--- src/rtl/keypad_pkg.sv ---
// keypad_pkg
// Shared types and helpers for the matrix-keypad scanner and the logic
// downstream of it.
//   state_t     : scanner FSM states
//   code_w()    : key-code width for a given matrix size
//   key_to_hex(): maps a 4x4 key code onto the legend printed on a standard
//                 hex keypad (1 2 3 A / 4 5 6 B / 7 8 9 C / * 0 # D).
//                 '*' and '#' are shown as E and F.
package keypad_pkg;

  typedef enum logic [1:0] {
    SCAN,
    DEBOUNCE,
    HELD,
    RELEASE
  } state_t;

  function automatic int code_w(input int rows, input int cols);
    return (rows * cols > 1) ? $clog2(rows * cols) : 1;
  endfunction

  function automatic logic [3:0] key_to_hex(input logic [3:0] code);
    logic [3:0] hex;
    case (code)
      4'd0:    hex = 4'h1;
      4'd1:    hex = 4'h2;
      4'd2:    hex = 4'h3;
      4'd3:    hex = 4'hA;
      4'd4:    hex = 4'h4;
      4'd5:    hex = 4'h5;
      4'd6:    hex = 4'h6;
      4'd7:    hex = 4'hB;
      4'd8:    hex = 4'h7;
      4'd9:    hex = 4'h8;
      4'd10:   hex = 4'h9;
      4'd11:   hex = 4'hC;
      4'd12:   hex = 4'hE;
      4'd13:   hex = 4'h0;
      4'd14:   hex = 4'hF;
      default: hex = 4'hD;
    endcase
    return hex;
  endfunction

endpackage

--- src/rtl/keypad_scanner_if.sv ---
// keypad_scanner_if
// Bundles the keypad pins and the key-event outputs of the scanner.
//   row_n     : row returns from the keypad, active-low
//   col_n     : one-hot active-low column drive
//   key_code  : row*N_COLS+col of the last accepted key
//   key_valid : one-cycle pulse per accepted press
//   key_held  : high while the accepted key is down
// master = scanner side, slave = keypad/consumer side.
interface keypad_scanner_if
  import keypad_pkg::*;
#(
  parameter int N_ROWS = 4,
  parameter int N_COLS = 4
);

  localparam int CODE_W = code_w(N_ROWS, N_COLS);

  logic [N_ROWS-1:0] row_n;
  logic [N_COLS-1:0] col_n;
  logic [CODE_W-1:0] key_code;
  logic              key_valid;
  logic              key_held;

  modport master (
    input  row_n,
    output col_n,
    output key_code,
    output key_valid,
    output key_held
  );

  modport slave (
    output row_n,
    input  col_n,
    input  key_code,
    input  key_valid,
    input  key_held
  );

endinterface

--- src/rtl/sync_2ff.sv ---
// sync_2ff
// Two-flop synchroniser for asynchronous inputs. Both stages reset to all
// ones so that idle (pulled-up) lines read as inactive straight out of reset.
//   clk   : system clock
//   reset : synchronous, active-low reset
//   d     : asynchronous input
//   q     : synchronised output, two cycles behind d
module sync_2ff #(
  parameter int WIDTH = 1
) (
  input  logic             clk,
  input  logic             reset,
  input  logic [WIDTH-1:0] d,
  output logic [WIDTH-1:0] q
);

  logic [WIDTH-1:0] meta;

  always_ff @(posedge clk) begin
    if (!reset) begin
      meta <= '1;
      q    <= '1;
    end else begin
      meta <= d;
      q    <= meta;
    end
  end

endmodule

--- src/rtl/keypad_scanner.sv ---
// keypad_scanner
// Scans a matrix keypad one column at a time, debounces the synchronised
// row returns and reports each accepted press once.
//   clk   : system clock
//   reset : synchronous, active-low reset
//   kp    : keypad_scanner_if.master (row_n in; col_n, key_code,
//           key_valid, key_held out)
// Every decision is taken on a "sample" cycle, once per SCAN_DIV cycles.
// While a key is being debounced, held or released the column stays
// frozen and only the captured row is of interest.
module keypad_scanner
  import keypad_pkg::*;
#(
  parameter int N_ROWS         = 4,
  parameter int N_COLS         = 4,
  parameter int SCAN_DIV       = 5000,
  parameter int DEBOUNCE_SCANS = 20
) (
  input logic             clk,
  input logic             reset,
  keypad_scanner_if.master kp
);

  localparam int CODE_W = code_w(N_ROWS, N_COLS);
  localparam int ROW_W  = $clog2(N_ROWS);
  localparam int COL_W  = $clog2(N_COLS);
  localparam int DIV_W  = $clog2(SCAN_DIV);
  localparam int DEB_W  = $clog2(DEBOUNCE_SCANS + 1);

  state_t              state;
  logic [DIV_W-1:0]    dwell;
  logic [DEB_W-1:0]    deb_cnt;
  logic [COL_W-1:0]    col_idx;
  logic [ROW_W-1:0]    row_r;
  logic [N_COLS-1:0]   col_n_q;
  logic [CODE_W-1:0]   key_code_q;
  logic                key_valid_q;
  logic                key_held_q;

  logic [N_ROWS-1:0]   rs;
  logic [N_ROWS-1:0]   act;
  logic [ROW_W-1:0]    low_row;
  logic                one_low;
  logic                only_r_low;
  logic                r_high;
  logic                sample;
  logic [DEB_W-1:0]    deb_inc;
  logic                deb_done;
  logic [COL_W-1:0]    col_next;

  function automatic logic [N_COLS-1:0] col_drive(input logic [COL_W-1:0] idx);
    return ~(N_COLS'(1) << idx);
  endfunction

  function automatic logic [CODE_W-1:0] code_of(input logic [ROW_W-1:0] row,
                                                input logic [COL_W-1:0] col);
    return CODE_W'(row) * CODE_W'(N_COLS) + CODE_W'(col);
  endfunction

  sync_2ff #(
    .WIDTH(N_ROWS)
  ) u_sync (
    .clk  (clk),
    .reset(reset),
    .d    (kp.row_n),
    .q    (rs)
  );

  // Row analysis on the synchronised returns. A value with exactly one bit
  // set is the only case where clearing its lowest set bit leaves zero.
  assign act        = ~rs;
  assign one_low    = (act != '0) && ((act & (act - 1'b1)) == '0);
  assign only_r_low = (rs == ~(N_ROWS'(1) << row_r));
  assign r_high     = rs[row_r];

  always_comb begin
    low_row = '0;
    for (int i = 0; i < N_ROWS; i++) begin
      if (act[i]) low_row = ROW_W'(i);
    end
  end

  assign sample   = (dwell == DIV_W'(SCAN_DIV - 1));
  assign deb_inc  = deb_cnt + 1'b1;
  assign deb_done = (deb_inc == DEB_W'(DEBOUNCE_SCANS));
  assign col_next = (col_idx == COL_W'(N_COLS - 1)) ? '0 : col_idx + 1'b1;

  // Scanner FSM. col_n is registered and follows col_idx; wherever the
  // column advances, col_n is loaded with the new column in the same edge
  // so the drive never lags the index.
  always_ff @(posedge clk) begin
    if (!reset) begin
      state       <= SCAN;
      dwell       <= '0;
      deb_cnt     <= '0;
      col_idx     <= '0;
      row_r       <= '0;
      col_n_q     <= '1;
      key_code_q  <= '0;
      key_valid_q <= 1'b0;
      key_held_q  <= 1'b0;
    end else begin
      dwell       <= sample ? '0 : dwell + 1'b1;
      key_valid_q <= 1'b0;
      col_n_q     <= col_drive(col_idx);
      if (sample) begin
        case (state)
          SCAN: begin
            if (one_low) begin
              row_r   <= low_row;
              deb_cnt <= DEB_W'(1);
              if (DEBOUNCE_SCANS == 1) begin
                state       <= HELD;
                key_valid_q <= 1'b1;
                key_held_q  <= 1'b1;
                key_code_q  <= code_of(low_row, col_idx);
              end else begin
                state <= DEBOUNCE;
              end
            end else begin
              col_idx <= col_next;
              col_n_q <= col_drive(col_next);
            end
          end
          DEBOUNCE: begin
            if (only_r_low) begin
              deb_cnt <= deb_inc;
              if (deb_done) begin
                state       <= HELD;
                key_valid_q <= 1'b1;
                key_held_q  <= 1'b1;
                key_code_q  <= code_of(row_r, col_idx);
              end
            end else begin
              state   <= SCAN;
              col_idx <= col_next;
              col_n_q <= col_drive(col_next);
            end
          end
          HELD: begin
            if (r_high) begin
              deb_cnt <= DEB_W'(1);
              if (DEBOUNCE_SCANS == 1) begin
                state      <= SCAN;
                key_held_q <= 1'b0;
                col_idx    <= col_next;
                col_n_q    <= col_drive(col_next);
              end else begin
                state <= RELEASE;
              end
            end
          end
          RELEASE: begin
            if (r_high) begin
              deb_cnt <= deb_inc;
              if (deb_done) begin
                state      <= SCAN;
                key_held_q <= 1'b0;
                col_idx    <= col_next;
                col_n_q    <= col_drive(col_next);
              end
            end else begin
              // Bounce back down: still the same press, so no new event.
              state <= HELD;
            end
          end
          default: state <= SCAN;
        endcase
      end
    end
  end

  assign kp.col_n     = col_n_q;
  assign kp.key_code  = key_code_q;
  assign kp.key_valid = key_valid_q;
  assign kp.key_held  = key_held_q;

endmodule
--- src/flat_wrapper.sv ---
// flat-port wrapper written by rule: the top's interface ports become plain ports
module keypad_scanner_flat import keypad_pkg::*;
#(
  parameter int N_ROWS         = 4,
  parameter int N_COLS         = 4,
  parameter int SCAN_DIV       = 5000,
  parameter int DEBOUNCE_SCANS = 20
)
  (clk, reset, kp_row_n, kp_col_n, kp_key_code, kp_key_valid, kp_key_held);
  keypad_scanner_if #(.N_ROWS(N_ROWS), .N_COLS(N_COLS)) kp_i ();
  input logic clk;
  input logic reset;
  input wire logic [$bits(kp_i.row_n)-1:0] kp_row_n;
  output wire logic [$bits(kp_i.col_n)-1:0] kp_col_n;
  output wire logic [$bits(kp_i.key_code)-1:0] kp_key_code;
  output wire logic [$bits(kp_i.key_valid)-1:0] kp_key_valid;
  output wire logic [$bits(kp_i.key_held)-1:0] kp_key_held;
  assign kp_i.row_n = kp_row_n;
  assign kp_col_n = kp_i.col_n;
  assign kp_key_code = kp_i.key_code;
  assign kp_key_valid = kp_i.key_valid;
  assign kp_key_held = kp_i.key_held;
  keypad_scanner #(.N_ROWS(N_ROWS), .N_COLS(N_COLS), .SCAN_DIV(SCAN_DIV), .DEBOUNCE_SCANS(DEBOUNCE_SCANS)) u_core (.clk(clk), .reset(reset), .kp(kp_i));
endmodule
--- config.mk ---
export PLATFORM = sky130hd
export DESIGN_NAME = keypad_scanner_flat
export DESIGN_NICKNAME = d
export VERILOG_FILES = /design/src/rtl/keypad_pkg.sv /design/src/rtl/keypad_scanner_if.sv /design/src/rtl/sync_2ff.sv /design/src/rtl/keypad_scanner.sv /design/src/flat_wrapper.sv
export SDC_FILE = /design/constraint.sdc
export NUM_CORES = 1
export LEC_CHECK = 0
export BUFFER_PORTS_ARGS = -buffer_cell sky130_fd_sc_hd__buf_2
export CAP_MARGIN = 40
export CORE_MARGIN = 2
export CORE_UTILIZATION = 40
export CTS_CLUSTER_DIAMETER = 120
export DETAILED_ROUTE_END_ITERATION = 16
export SLEW_MARGIN = 10
export SYNTH_ARGS = -nofsm -noshare
export SYNTH_HDL_FRONTEND = slang
export SYNTH_HIERARCHICAL = 1
export SYNTH_SLANG_ARGS = --single-unit
--- constraint.sdc ---
create_clock -name clk -period 2.5 [get_ports clk]
set_input_delay 0.5 -clock clk [delete_from_list [all_inputs] [get_ports clk]]
set_output_delay 0.5 -clock clk [all_outputs]
set_load 0.1 [all_outputs]
## Word-level counts from Yosys, hierarchy flattened

Index checks and enable logic that the tools add are counted.

| word-level totals | value |
|---|---|
| input bits | 6 |
| register bits | 42 |
| logic and storage cells | 92 |

| cells by class | value |
|---|---|
| muxes and demuxes | 35 |
| bitwise operators | 6 |
| equality and inequality tests | 17 |
| reductions and logical operators | 14 |
| $lt $le $gt $ge | 1 |
| add/sub/neg operators | 5 |
| shift-type cells | 3 |

Operator list:

| cell | count |
|---|---|
| 2-to-1 mux 2 bit | 13 |
| 2-to-1 mux 4 bit | 5 |
| 2-to-1 mux 5 bit | 4 |
| one-hot mux 5 bit (4 select lines) | 1 |
| inverter 4 bit | 4 |
| adder 13 x 1 -> 13 bit, second input constant | 1 |
| == test 13 bit, second input constant | 1 |
| inequality test 2 x 1 -> 1 bit, second input constant | 6 |
| one-hot mux 4 bit (3 select lines) | 1 |
| AND reduction 6 bit | 2 |
| << shifter 1 x 2 -> 4 bit, first input constant | 3 |
| AND reduction 5 bit | 2 |
| one-hot mux 2 bit (4 select lines) | 1 |
| AND reduction 4 bit | 2 |
| 2-to-1 mux 1 bit | 7 |
| == test 2 bit, second input constant | 3 |
| inequality test 3 bit, second input constant | 2 |
| one-hot mux 2 bit (3 select lines) | 1 |
| adder 5 x 1 -> 5 bit, second input constant | 1 |
| == test 5 bit, second input constant | 1 |
| adder 4 x 2 -> 4 bit | 1 |
| AND 4 bit | 1 |
| == test 4 bit | 1 |
| logical NOT 4 bit | 1 |
| 15 further kinds | 16 |

## Logic depth before layout (Yosys ltp)

Gate-level depths: netlist of run 1.

| depth | value |
|---|---|
| depth in word-level cells | 8 |
| depth in mapped cells | 7 |
| gate-level depth less buffers | 6 |

## By module

The synthesis of run 1 kept the hierarchy.

By module, submodules not included:

| module | times used | cells an instance | area an instance (um^2) |
|---|---|---|---|
| keypad_scanner | 1 | 217 | 1920.6 |
| sync_2ff | 1 | 16 | 210.2 |

## Worst setup path after synthesis of run 1

No wires, ideal clock.

| timing | value |
|---|---|
| kind | flip-flop to flip-flop |
| start | reg u_core.dwell[0] |
| end | reg u_core.col_n_q[0], in the netlist u_core/kp.col_n[0] |
| arrival time | 2.127 ns |
| data required time | 2.379 ns |
| setup slack | 0.251 ns |
| library setup time | 0.121 ns |
| cell stages (with the launch flop) | 7 |
| path buffers | 0 |
| path through | dfxtp_1 > ha_1 > nand4_1 > or4_4 > nor4_4 > a311oi_4 > mux2_4 |

| between the ends | value |
|---|---|
| longest elaborated chain between the ends | 2 |

Ends and longest elaborated chain:

| what | RTL line | text |
|---|---|---|
| start: declaration | keypad_scanner.sv:31 | `logic [DIV_W-1:0] dwell;` |
| start signal: assignment | keypad_scanner.sv:103 | `dwell <= sample ? '0 : dwell + 1'b1;` |
| == test 13 bit | keypad_scanner.sv:83 | `assign sample = (dwell == DIV_W'(SCAN_DIV - 1));` |
| 2-to-1 mux 4 bit | keypad_scanner.sv:106 | `if (sample) begin` |
| end signal: assignment | keypad_scanner.sv:105 | `col_n_q <= col_drive(col_idx);` |
| end signal: assignment | keypad_scanner.sv:122 | `col_n_q <= col_drive(col_next);` |
| end signal: assignment | keypad_scanner.sv:137 | `col_n_q <= col_drive(col_next);` |
| end: declaration | keypad_scanner.sv:35 | `logic [N_COLS-1:0] col_n_q;` |

No other way between the ends.
A chain may end at the register's enable or synchronous reset.

## Worst setup path in the final report of run 1

| timing | value |
|---|---|
| start | reg u_core.dwell[3] |
| end | reg u_core.col_n_q[3], in the netlist u_core/kp.col_n[3] |

Same word-level chain as after synthesis.

==> impl_summary.md, run 1 <==
Outcome
The run finished with clean final reports.

Detailed routing
The remaining antenna violation count is 0. The routed design uses approximately 2000 um of met2 wire. Summing over every cut layer, the via total after detailed routing is 1699.

For this run, design rule violations remaining after detail routing come to 0. The met1 wire length is 1960 um. The highest metal layer with signal wires is met4. Dividing the detail-routed via count by the number of cells gives 5.26. The initial DRC count is 69.

The routed design uses 117 um of met3 wire. The final routed wirelength across all metal layers is 4190 um. The first detailed-routing pass ran for 4 iterations. The average detailed-routed wire length per instance is 13.0 um.

Timing
The worst slew slack as a fraction of its limit is 56.4%. For the finished layout, the period the worst path requires is 2330 ps. Setup repair after global routing left no endpoint under its margin. The count of final max-slew check failures is 0. At the pin with the least slew margin, the transition time is 653 ps. The share of the clock period used by the worst path after layout is ~93%. Setup violations remaining at the end of the flow were counted as 0.

Adding up every negative setup slack in the final design gives 0 ps. On the final layout, the worst clock skew is roughly 5.2 ps. Once routing completed, OpenROAD measured the worst setup slack at 166 ps. The total count of hold-check failures in the final report is 0. For this run, the top clock speed supported by timing is between 400 and 500 MHz.

Floorplan
The overall die width is 77.0 um. The number of rows created at floorplan is 26. The number of placed I/O pins is 16. The die covers ~0.006 mm2. The floorplan step defined a core boundary enclosing 0.00514 mm2. Once the floorplan was initialized, standard cells occupied 41.5% of the core. The die is 77.0 um tall.

Logic synthesis
Each instance of the synthesized netlist takes up on average 9.15 um2. Of the post-synthesis cell area, the part taken by muxes is 7.63%. The number of nets handed over by synthesis was 246.

The top-area cell type share of the netlist area is 39.5%. The area share of fa/ha/maj cells after synthesis is 4.11%. For this run, the number of Yosys warnings is 6. After synthesis, the share of flip-flops with an asynchronous set or reset is 0%. For this run, the leading register cell type out of synthesis is sky130_fd_sc_hd__dfxtp_1. Of the synthesized area, sequential elements account for about 39%. The cell count after synthesis came out at 233. The cell type contributing the most total cell area after synthesis is sky130_fd_sc_hd__dfxtp_1. The number of distinct library cells after synthesis is 52. Summing the areas of all compound-gate instances in the mapped netlist gives 12.6% of the synthesized area. Summing the areas of all xor and xnor instances in the mapped netlist gives 4.52% of the synthesized area. The synthesized netlist occupies a cell area of 0.00213 mm2. Sorting the synthesized cells by area gives the leading types as sky130_fd_sc_hd__dfxtp_1 39%, sky130_fd_sc_hd__nand2_1 4.6%, sky130_fd_sc_hd__ha_1 4.1%.

After synthesis the netlist holds a flip-flop and latch count of 42. The simple-gate area share of the yosys netlist is 28.1%. The number of synthesized flops with an enable pin is 0. The main combinational cell family by area after synthesis is simple AND/OR/NAND/NOR gates.

Critical path
For this run, the slowest stage of the critical path takes 620 ps. The category of the worst setup path capture point is a register. The slowest stage of the critical path belongs to the cell sky130_fd_sc_hd__or4b_1. At the worst endpoint, the required time is 2680 ps. The critical path goes through or4b_1 > or4_4 > nor4_4 > a311oi_4 > mux2_4. The startpoint of the lowest-slack register-to-register path is u_core/dwell[3]. The critical path class is register to register. The worst setup path is launched from a register. The highest net fanout along the worst path is 6. Tracing the worst setup path back leads to its startpoint at u_core/dwell[3]. The worst endpoint data arrival time is 2510 ps.

Min path
The type of the tightest min-delay check is primary input to register. The start point of the worst min-delay path is kp_row_n[0].

Place
The cell area after placement is between 0.002 and 0.0025 mm2. The HPWL after detailed placement is 3000 um. The routability congestion estimate is 0.783. Timing analysis after detailed placement gives a worst setup slack of 171 ps. Input and output buffers added on the ports amount to 15.

Clocking
The clock passes through at most 2 buffers. TritonCTS built the clock tree. The clock input transition at the sequential cells of the worst setup and hold paths is 80 ps. Post-CTS repair changed the size of 0 cells. TritonCTS created 5 clock buffers. Post-CTS timing repair inserted 0 buffers for setup. The buffer cell driving the clock tree root is sky130_fd_sc_hd__clkbuf_8. For the worst-skew pair, the clock arrives at the later sink with an insertion delay of about 290 ps. The total clock sinks is 42. The maximum level of the CTS H-tree is 2. For this design, the CTS-stage hold fixing added 0 buffers.

GRT
The first global-routing pass estimated 7090 um of wire. Entering global routing, the biggest net connects 23 pins. The global-route congestion overflow total is 0. The initial antenna violation count was 0. The via count of the first global-routing pass was roughly 1600. The aggregate global-route resource usage is 14.9%.

Final layout
The utilization of the core after routing is 46.8%. The repair_antennas step left the layout with diodes totalling 0. Compared with the post-synthesis result, the final layout area differs by 12.9%. The ratio of cells with drive above 1 in the final layout is around 17%. The final layout contains 267 nets. The finished cells cover 0.00240 mm2.

Power and ir drop
In this run, the clock network consumes a little over a third of the power. The share of total power dissipated in combinational logic is 6.9%. The relative contribution of sequential cells to total power is just under 60%. The total net switching power is 0.278 mW. In this run switching power makes up 23.1% of total power. For this design the static power due to leakage is 1.02 nW. The power density relative to cell area is 500 mW/mm2. Internal power comes to between 0.9 and 1 mW. The worst-case IR drop observed on VDD is 0.274 mV.

Flow run
Across the run, the number of max-cap violations was 0.
## sequential cells by signal, summed over array words and instances (netlist names)
| signal | cells |
|---|---|
| u_core/row_r | 2 |
| u_core/u_sync/q | 4 |
| u_core/col_idx | 2 |
| u_core/kp.key_valid | 1 |
| u_core/deb_cnt | 5 |
| u_core/kp.key_held | 1 |
| u_core/kp.key_code | 4 |
| u_core/u_sync/meta | 4 |
| u_core/kp.col_n | 4 |
| u_core/state | 2 |
| u_core/dwell | 13 |
## cells in the final DEF (no fill, tap or decap), types with 2 or more instances in the layout
cell	instances
sky130_fd_sc_hd__dfxtp_1	42
sky130_fd_sc_hd__nand2_1	26
sky130_fd_sc_hd__nor2_1	20
sky130_fd_sc_hd__buf_2	15
sky130_fd_sc_hd__nand2b_1	14
sky130_fd_sc_hd__inv_1	10
sky130_fd_sc_hd__nand3_1	10
sky130_fd_sc_hd__buf_4	9
sky130_fd_sc_hd__o21ai_0	8
sky130_fd_sc_hd__mux2i_1	8
sky130_fd_sc_hd__xor2_1	7
sky130_fd_sc_hd__ha_1	7
sky130_fd_sc_hd__clkbuf_8	6
sky130_fd_sc_hd__or3_1	6
sky130_fd_sc_hd__nand4_1	5
sky130_fd_sc_hd__a21oi_1	5
sky130_fd_sc_hd__xnor2_1	4
sky130_fd_sc_hd__and3_1	4
sky130_fd_sc_hd__o2111ai_1	4
sky130_fd_sc_hd__mux2_4	4
sky130_fd_sc_hd__nor3_1	3
sky130_fd_sc_hd__or4_1	3
sky130_fd_sc_hd__and3b_1	2
sky130_fd_sc_hd__a311oi_1	2
## cell type report
cell class | count | area, um2
Fill cell | 509 | 2740
Multi-Input combinational cell | 171 | 1210
Sequential cell | 42 | 841
Timing Repair Buffer | 24 | 143
Tap cell | 70 | 87.6
Clock buffer | 6 | 82.6
Inverter | 10 | 37.5
## power groups by stage
stage | sequential, mW | clock (mW) | combinational [mW]
6_report | 0.693 | 0.425 | 0.0830
2_1_floorplan | 0.720 | 0 | 0.0460
4_1_cts | 0.693 | 0.440 | 0.0835
3_3_place_gp | 0.708 | 0 | 0.0818
5_1_grt | 0.695 | 0.464 | 0.0912
3_5_place_dp | 0.709 | 0 | 0.0829
## per-layer routing
metal / up-vias / GRT usage [%]
met4: 0 / 7.50
li1: 871 / -
met2: 23 / 25.9
met3: 4 / 3.18
met5: - / 0
met1: 801 / 17.2
## cell families after synthesis
family | count (synthesis)
buf+inv | 20
flops | 42
simple gates | 106
mux | 13
xor+xnor | 11
fa+ha+maj | 7
compound gates | 34
## final timing paths
kind / end / slack, ps / depth (start not counted)
max: u_core/kp.col_n[3] / 170 / 5
min: u_core/u_sync/meta[0] / 390 / 2
max reg2reg: u_core/kp.col_n[3] / 170 / 5
min reg2reg: u_core/u_sync/q[1] / 410 / 1
## critical path, delay by kind of cell (launching register included)
kind | cells | cell delay [ps]
DFF | 1 | 350
muxes | 1 | 340
AOI/OAI and AO/OA | 1 | 130
and+or+nand+nor | 3 | 1400
## synth_stat cells (2+ instances only)
cell	n
sky130_fd_sc_hd__o2111ai_1	4
sky130_fd_sc_hd__nand2b_1	14
sky130_fd_sc_hd__mux2_4	4
sky130_fd_sc_hd__dfxtp_1	42
sky130_fd_sc_hd__and3_1	4
sky130_fd_sc_hd__inv_1	10
sky130_fd_sc_hd__ha_1	7
sky130_fd_sc_hd__nand4_1	5
sky130_fd_sc_hd__or4_1	3
sky130_fd_sc_hd__clkbuf_1	9
sky130_fd_sc_hd__a311oi_1	2
sky130_fd_sc_hd__nor3_1	3
sky130_fd_sc_hd__xor2_1	7
sky130_fd_sc_hd__or3_1	6
sky130_fd_sc_hd__and3b_1	2
sky130_fd_sc_hd__a21oi_1	5
sky130_fd_sc_hd__nand2_1	26
sky130_fd_sc_hd__nand3_1	10
sky130_fd_sc_hd__mux2i_1	8
sky130_fd_sc_hd__nor2_1	20
sky130_fd_sc_hd__xnor2_1	4
sky130_fd_sc_hd__o21ai_0	8
## through the flow
step / power [mW] / cells / hold WS [ps]
2_1_floorplan: 0.766 / 233 / 386
3_3_place_gp: 0.790 / 317 / 389
3_5_place_dp: 0.791 / 317 / 396
4_1_cts: 1.22 / 323 / 377
5_1_grt: 1.25 / 323 / 385
6_report: 1.20 / 323 / 389
(Power assumes the default switching activity.)
==> run 2, diff against run 1 <==
- SETUP_SLACK_MARGIN: default -> 0.2
==> run 2 against run 1 <==
Total power up 0.19%. Sequential power about the same. Largest cell class unchanged. First-iteration DRC count down 10%. Clock power about the same. Final area up 3.5%.
==> impl_summary.md, run 2 (synthesized netlist as in run 1, its figures left out) <==
Timing
The setup TNS is 0 ps (unchanged). The worst slew slack as a fraction of its limit is 56.1% (-0.35 points). The share of the clock period used by the worst path after layout is 90.5% (-2.8 points). The clock period minus worst slack is 2260 ps (-71.2 ps). The measured slew at the worst slew-check pin is 658 ps (+5.30 ps). The peak clock frequency supported by timing is 442 MHz (+3.1%).

The setup-violating endpoint count in the final report is 0 (unchanged). The worst setup skew after layout is 2.90 ps (-2.26 ps). The total count of hold-check failures in the final report was 0 (unchanged).

Setup repair after global routing could not meet its margin everywhere. The count of final max-slew check failures came to 0 (unchanged).

Critical path
The highest net fanout along the worst path is 6 (unchanged). The data required time at the worst endpoint is 2680 ps (about the same). The critical path class is register to register.

The worst path buffer plus inverter count came to 1 (+1). The maximum cell stage delay along the critical path is 540 ps (-80 ps). The critical path goes through or4b_4 > or4_4 > nor4_4 > a311oi_4 > buf_6 > mux2_4. The category of the worst setup path capture point is a register.

The slowest cell on the critical path is sky130_fd_sc_hd__or4b_4. The kind of cell with the highest combined delay on the critical path is simple AND/OR/NAND/NOR gates. The worst endpoint data arrival time is 2440 ps (-70 ps).

The worst setup path is launched from a register.

Floorplan
The overall die width is 77.0 um (unchanged). The initial cell density of the core came to 41.5% (unchanged). The number of placed I/O pins was 16 (unchanged).

The number of rows created at floorplan is 26 (unchanged). The standard cell core area is 0.00514 mm2 (unchanged). The floorplan die height is 77.0 um (unchanged).

The area of the die came to 0.00593 mm2 (unchanged).

GRT
The initial antenna violation count is 0 (unchanged). The via count of the first global-routing pass came to 1580 (-0.063%). The wire length of the first global-routing pass came to 7100 um (about the same). The global-route congestion overflow total is 0 (unchanged).

The maximum number of pins on one net before global-route repair is 23 (unchanged). The aggregate global-route resource usage is 14.9% (+0.025 points).

Place
The routability congestion estimate is 0.783 (unchanged). The count of buffers inserted at the top-level ports is 15 (unchanged). The cell area after placement came to 0.00232 mm2 (unchanged). The HPWL after detailed placement was 3000 um (unchanged).

Power and ir drop
The final total power is 1.20 mW (+0.19%). The total leakage power is 1.06 nW (+4.0%). The worst ir drop on vdd is 0.272 mV (-0.57%). The power density relative to cell area came to 483 mW/mm2 (-3.2%).

Min path
The type of the tightest min-delay check is primary input to register.

Final layout
The most common cell after layout, fill and taps aside is sky130_fd_sc_hd__dfxtp_1. The ratio of cells with drive above 1 in the final layout is 22.3% (+4.9 points). The net count of the finished layout is 274 (+2.6%). Relative to the synthesized area, the layout overhead comes to 16.9%. The top cell types in the final layout, fill and taps aside, are 38 x sky130_fd_sc_hd__dfxtp_1, 26 x sky130_fd_sc_hd__nand2_1, 20 x sky130_fd_sc_hd__nor2_1. The largest registers in the layout are u_core/dwell x13, u_core/deb_cnt x5. The flip-flop count of the largest register, all copies and words added is 13 (unchanged). The finished layout cell area is 0.00249 mm2 (+3.5%). The number of inserted diodes came to 0 (unchanged). Counting flops per register, the top entry is u_core/dwell.

Clocking
The total clock sinks is 42 (unchanged). The clock latency reported for the late side of the worst-skew pair is 280 ps (about the same). CTS placed an instance of sky130_fd_sc_hd__clkbuf_8 at the clock tree root. The maximum level of the CTS H-tree is 2 (unchanged). The maximum buffer depth of the clock tree came to 2 (unchanged). The CTS tree is built.

The number of buffers added by the clock tree synthesis step came to 5 (unchanged). The clock input transition at the sequential cells of the worst setup and hold paths is 70 ps (about the same).

Detailed routing
The total number of vias is 1711 (+0.71%). The number of design rule violations left after detail routing is 0 (unchanged). The via density per instance came to 5.18 (-1.4%). The number of detailed-routing iterations run before antenna repair is 4 (unchanged). The remaining antenna violation count came to 0 (unchanged).

The average detailed-routed wire length per instance was 12.9 um (-0.25%). The initial DRC count came to 62 (-10%). The final routed wirelength across all metal layers was 4270 um (+1.9%).

Flow run
The max-cap violation count is 0 (unchanged).

Outcome
The flow ran to the end, and the final reports show no timing, DRC or antenna violations.
## run 2: cell types whose count changed in the layout (fill, tap and decap cells not counted), sizes merged
cell,before,now
buf,24,31
## run 2: power by group
| group | switching (mW) | internal, mW | total, mW | leakage [nW] |
|---|---|---|---|---|
| sequential | 0.0122 | 0.681 | 0.693 | 0.343 |
| clock | 0.212 | 0.213 | 0.425 | 0.0431 |
| combinational | 0.0548 | 0.0308 | 0.0856 | 0.669 |
## run 2: worst register-to-register path: stages (launching register included)
cell and delay (ps):
sky130_fd_sc_hd__dfxtp_2 340, sky130_fd_sc_hd__or4b_4 540, sky130_fd_sc_hd__or4_4 540, sky130_fd_sc_hd__nor4_4 210, sky130_fd_sc_hd__a311oi_4 70, sky130_fd_sc_hd__buf_6 160, sky130_fd_sc_hd__mux2_4 290
## run 2: path summary, 6_finish.rpt
kind,from,endpoint,slack (ps),cells past startpoint
worst max-delay path,u_core/dwell[4],u_core/kp.col_n[3],240,6
worst min-delay path,kp_row_n[0],u_core/u_sync/meta[0],390,2
worst max register to register,u_core/dwell[4],u_core/kp.col_n[3],240,6
worst min register to register,u_core/u_sync/meta[1],u_core/u_sync/q[1],410,1
## run 2: metal layers
metal | track usage (%) | up-vias | share of wire [%]
li1 | - | 885 | -
met1 | 17.2 | 798 | 47
met2 | 25.9 | 24 | 49
met3 | 3.18 | 4 | 2.7
met4 | 7.50 | 0 | 1.2
met5 | 0 | - | 0
## run 2: layout make-up
cell class                      instances  area [um2]
Clock buffer                            6        82.6
Multi-Input combinational cell        171        1240
Tap cell                               70        87.6
Inverter                               10        37.5
Fill cell                             507        2650
Timing Repair Buffer                   31         199
Sequential cell                        42         846
## run 2: through the flow
step           util [%]  worst slack (ps)  hold WS (ps)  std cells
2_1_floorplan         -               251           386        233
3_3_place_gp       45.2               224           389        317
3_5_place_dp       45.2               171           396        317
4_1_cts            47.1               251           377        323
5_1_grt            48.4               190           385        330
6_report           48.4               237           390        330
## run 2: repair_timing
item	CTS	global route
pin swaps	1	5
setup endpoints to repair	6	7
buffers inserted	0	7
hold buffers	0	0
gates resized for setup	3	7
